<file path="config.mk">
export PLATFORM = sky130hd
export DESIGN_NAME = permutation_round_ctrl
export DESIGN_NICKNAME = d
export VERILOG_FILES = /design/src/rtl/ascon_pack.sv /design/src/rtl/permutation_round_ctrl.sv
export SDC_FILE = /design/constraint.sdc
export NUM_CORES = 1
export LEC_CHECK = 0
export CAP_MARGIN = 5
export CORE_AREA = 2 2 39 41
export CTS_BUF_LIST = sky130_fd_sc_hd__clkbuf_16
export DETAILED_ROUTE_END_ITERATION = 8
export DIE_AREA = 0 0 41 43
export REMOVE_ABC_BUFFERS = 1
export SYNTH_ARGS = -nofsm -noshare
export SYNTH_HDL_FRONTEND = slang
export SYNTH_SLANG_ARGS = --single-unit
</file>
<file path="constraint.sdc">
create_clock -name clock_i -period 1.3 [get_ports clock_i]
set_clock_uncertainty 0.1 [all_clocks]
set_input_delay 0.325 -clock clock_i [delete_from_list [all_inputs] [get_ports clock_i]]
set_output_delay 0.325 -clock clock_i [all_outputs]
set_load 0.02 [all_outputs]
</file>
<file path="src/rtl/ascon_pack.sv">
// Shared ASCON control constants and the permutation round sequencer state type.
package ascon_pack;

    localparam int          ROUNDS_PA  = 12;
    localparam int          ROUNDS_PB  = 6;
    localparam logic [3:0]  LAST_ROUND = 4'd11;

    typedef enum logic [1:0] {
        IDLE  = 2'd0,
        FIRST = 2'd1,
        RUN   = 2'd2,
        DONE  = 2'd3
    } type_perm_ctrl_state;

endpackage

</file>
<file path="src/rtl/permutation_round_ctrl.sv">
// Round sequencer for the ASCON permutation datapath: issues p^a or p^b as sel/en/round.
// Optional macro ASCON_PERM_STALL_EN adds stall_i, which freezes a run in FIRST/RUN.
module permutation_round_ctrl
    import ascon_pack::*;
#(
    parameter int ROUNDS_A = ROUNDS_PA,
    parameter int ROUNDS_B = ROUNDS_PB
) (
    input  logic       clock_i,
    input  logic       resetb_i,
    input  logic       start_i,
    input  logic       mode_i,
`ifdef ASCON_PERM_STALL_EN
    input  logic       stall_i,
`endif
    output logic       sel_o,
    output logic       en_o,
    output logic [3:0] round_o,
    output logic       busy_o,
    output logic       done_o
);

    localparam logic [3:0] START_A = 4'(12 - ROUNDS_A);
    localparam logic [3:0] START_B = 4'(12 - ROUNDS_B);

    if (ROUNDS_A < 1 || ROUNDS_A > 12) begin : g_bad_rounds_a
        $error("permutation_round_ctrl: ROUNDS_A must be in 1..12");
    end
    if (ROUNDS_B < 1 || ROUNDS_B > 12) begin : g_bad_rounds_b
        $error("permutation_round_ctrl: ROUNDS_B must be in 1..12");
    end

    type_perm_ctrl_state state;
    logic [3:0]          round_q;
    logic                sel_q;
    logic                en_q;
    logic                busy_q;
    logic                done_q;
    logic                hold;

`ifdef ASCON_PERM_STALL_EN
    assign hold = stall_i;
`else
    assign hold = 1'b0;
`endif

    // IDLE and DONE both accept a start, so back-to-back runs leave no idle gap.
    always_ff @(posedge clock_i or negedge resetb_i) begin
        if (!resetb_i) begin
            state   <= IDLE;
            round_q <= 4'd0;
            sel_q   <= 1'b0;
            en_q    <= 1'b0;
            busy_q  <= 1'b0;
            done_q  <= 1'b0;
        end else begin
            case (state)
                IDLE, DONE: begin
                    done_q <= 1'b0;
                    sel_q  <= 1'b0;
                    if (start_i) begin
                        state   <= FIRST;
                        round_q <= mode_i ? START_B : START_A;
                        en_q    <= 1'b1;
                        busy_q  <= 1'b1;
                    end else begin
                        state   <= IDLE;
                        round_q <= 4'd0;
                        en_q    <= 1'b0;
                        busy_q  <= 1'b0;
                    end
                end
                FIRST, RUN: begin
                    if (!hold) begin
                        sel_q <= 1'b1;
                        if (round_q == LAST_ROUND) begin
                            state  <= DONE;
                            en_q   <= 1'b0;
                            busy_q <= 1'b0;
                            done_q <= 1'b1;
                        end else begin
                            state   <= RUN;
                            round_q <= round_q + 4'd1;
                            en_q    <= 1'b1;
                            busy_q  <= 1'b1;
                        end
                    end
                end
                default: state <= IDLE;
            endcase
        end
    end

    // A stalled cycle must not clock the datapath; en_q stays set so the run resumes.
    assign en_o    = en_q & ~hold;
    assign sel_o   = sel_q;
    assign round_o = round_q;
    assign busy_o  = busy_q;
    assign done_o  = done_q;

endmodule

</file>
==> impl_metrics.py <==
metrics = {
    "outcome": {
        "status": "finished clean",
    },
    "worst_setup_path": {
        "crit_required_ps": 880,
        "r2r_cells": 5,
        "timing.setup.critical_path_class": "flip-flop to primary output",
        "cp.depth": 1,
        "cpLargestDelayFamily": "flip-flops",
        "path_buf_inv": 1,
        "timing.critical_path.from_type": "flip-flop",
        "max_stage_delay_on_crit_path_ps": 370,
        "path_cells": "clkdlybuf4s15_2",
        "cpMaxStageDelayCell": "sky130_fd_sc_hd__dfrtp_1",
        "end_kind": "primary output",
        "crit_fanout": 2,
        "critPathArrivalTime_ps": 850,
    },
    "logic_synthesis": {
        "synth_compound_area_frac": 0.0890,
        "synthMuxAreaShare": 0.0569,
        "post-synth-top-area-cell": "sky130_fd_sc_hd__dfrtp_1",
        "average_instance_area_after_synthesis_um2": 11.7,
        "area_fraction_in_and_or_nand_and_nor_cells_after_synthesis": 0.110,
        "mappedNetlistArea_um2": 352,
        "post_synth_inst_count": 30,
        "ys.warnings.count": 0,
        "synth_top_family_by_area": "simple AND/OR/NAND/NOR gates",
        "synthXorXnorAreaFrac": 0.0961,
        "ys_seq_area_frac": 0.569,
        "synthAdderAreaFrac": 0.0356,
        "synth_top_cells_by_area": "sky130_fd_sc_hd__dfrtp_1 (57%), sky130_fd_sc_hd__nor2_1 (6.4%), sky130_fd_sc_hd__mux2i_1 (5.7%)",
        "number_of_distinct_standard_cells_referenced_by_the_synthesized_netlist": 15,
        "synth-seq-cells": 8,
        "synth_top_area_frac": 0.569,
    },
    "route": {
        "drt_first_pass_iters": 3,
        "routed_wirelength_um": 663,
        "routed_via_density": 4.07,
        "antenna_left": 0,
        "drt_first_iter_violations": 1,
        "drc": 0,
        "vias": 277,
        "detail_route.wl_per_cell_um": 9.75,
    },
    "grt": {
        "pin_count_of_the_biggest_net_entering_global_routing": 9,
        "global_route.usage.total": 0.0994,
        "groute.layer.met3.usage": 0.0628,
        "initial_antenna_violation_count": 0,
        "grt_pass1_wl_um": 986,
        "most_used_layer_global_route": "met2",
        "grt_overflow_total": 0,
        "vias_in_the_first_global_route": 258,
        "grt_util_met2": 0.128,
        "global_route.usage.met1": 0.0897,
    },
    "run": {
        "drv.max_cap_violation_count": 0,
    },
    "clock_network": {
        "worstSkewPairLatency_ps": 230,
        "numClockSinks": 8,
        "clk_path_buf_depth": 2,
        "clock_tree.htree_level_count": 1,
        "clock-root-buffer": "sky130_fd_sc_hd__clkbuf_16",
        "cts_setup_buffers": 0,
        "clkTransAtPathRegs_ps": 40,
        "tritoncts": "yes",
        "hold_buffers": 0,
        "cts_made_buffers": 3,
    },
    "finish": {
        "layout.cells.most_common_list": "sky130_fd_sc_hd__buf_4 (9), sky130_fd_sc_hd__dfrtp_1 (8), sky130_fd_sc_hd__nor2_1 (6), sky130_fd_sc_hd__clkdlybuf4s15_2 (6)",
        "fin_area_um2": 647,
        "post_route_cells_drive_above_1_share": 0.481,
        "nNetsFinal": 59,
        "num_antenna_cells": 0,
        "post-route-util": 0.467,
        "syn2layout_area_growth_pct": 84.0,
        "layout_commonest_cell": "sky130_fd_sc_hd__buf_4",
        "nFillCells": 132,
    },
    "sta": {
        "maximum_clock_frequency_ghz": 0.782,
        "timing.final.crit_share": 0.984,
        "hold_violations": 0,
        "fin_tns_setup_ps": 0,
        "slew_headroom": 0.759,
        "final-max-slew-violation-count": 0,
        "finalWorstPathRequiredPeriod_ps": 1280,
        "whs_ps": 273,
        "slew_at_the_pin_with_the_worst_max_slew_slack_ps": 360,
        "finalWorstSetupSlack_ps": 20.9,
        "finalSetupViolations": 0,
        "rsz0062_at_grt": "yes",
    },
    "floorplanning": {
        "dieArea_um2": 1760,
        "io-pin-count": 12,
        "floorplan.die.height_um": 43,
        "start_util": 0.254,
        "num_rows": 14,
        "core_area_um2": 1380,
        "die-width_um": 41,
    },
    "placed_design": {
        "placement.io_buffers": 11,
        "gp_congestion": 0.693,
        "post_dp_cell_area_um2": 542,
        "dp_slack_ps": -55.9,
        "post-dp-hpwl_um": 466,
    },
    "pwr": {
        "p_leak_nw": 0.323,
        "power.ir.vdd_worst_mv": 0.870,
        "power.density_cell_area_nw_per_um2": 2980,
    },
    "hold_path": {
        "min-delay-path-class": "input pin to asynchronous set/reset pin",
    },
}
-- cells by family (layout without fill, tap and decap cells) --
group | Yosys count | after routing
and+or+nand+nor | 8 | 8
buffers and inverters | 3 | 25
AOI/OAI and AO/OA | 5 | 5
DFF | 8 | 8
adders and majority gates | 1 | 1
muxes | 2 | 2
xor gates and xnor gates | 3 | 3
-- cell type report --
type                       instances  area (um2)  share of cell area
sequential                         8         200               0.309
timing repair buffer              20         175               0.271
multi-input combinational         19         169               0.261
clock buffer                       3        75.1               0.116
tap                               16        20.0              0.0309
inverter                           2        7.51              0.0116
-- cells in the mapped netlist --
cell	number
sky130_fd_sc_hd__dfrtp_1	8
sky130_fd_sc_hd__nand3b_2	1
sky130_fd_sc_hd__xnor2_2	1
sky130_fd_sc_hd__inv_1	1
sky130_fd_sc_hd__xor2_1	1
sky130_fd_sc_hd__a21oi_2	1
sky130_fd_sc_hd__ha_1	1
sky130_fd_sc_hd__mux2i_1	2
sky130_fd_sc_hd__inv_2	1
sky130_fd_sc_hd__a21oi_1	3
sky130_fd_sc_hd__a21o_1	1
sky130_fd_sc_hd__nand3_1	1
sky130_fd_sc_hd__buf_4	1
sky130_fd_sc_hd__nor2_1	6
sky130_fd_sc_hd__xnor2_1	1
-- metrics by stage --
step / instances / power [mW]
floorplan: 29 / 0.900
global placement: 65 / 1.36
detailed placement: 65 / 1.37
CTS: 68 / 1.90
global route: 68 / 2.06
finish: 68 / 1.93
-- state kept, by name (all words and copies together), names as in the netlist --
register  cells
done_o        1
state         2
round_o       4
busy_o        1
-- path summary, 6_finish.rpt --
check                            from         end  slack (ps)
setup / recovery           round_o[1]  round_o[1]          20
setup reg to reg           round_o[1]  round_o[2]          40
min in group clock_i           done_o      done_o         410
max in group asynchronous    resetb_i  round_o[1]         570
hold reg to reg                done_o      done_o         410
hold / removal               resetb_i  round_o[0]         270
-- layer usage --
| metal | share of wire | wire [um] |
|---|---|---|
| met5 | 0 | 0 |
| met4 | 0.041 | 27 |
| met3 | 0.098 | 65 |
| met2 | 0.44 | 295 |
| met1 | 0.41 | 274 |
-- repair_timing --
item / in CTS / in global routing
setup endpoints to repair: 10 / 5
endpoints found under the hold margin: 0 / 0
gates resized for setup: 26 / 4
pin swaps: 0 / 2
-- power breakdown --
group / switching, mW / leakage (nW) / internal (mW)
sequential: 0.0584 / 0.0987 / 0.362
clock: 0.119 / 0.0370 / 0.396
combinational: 0.479 / 0.187 / 0.512
total: 0.657 / 0.323 / 1.27
No activity file was read; power rests on OpenSTA's default activity.
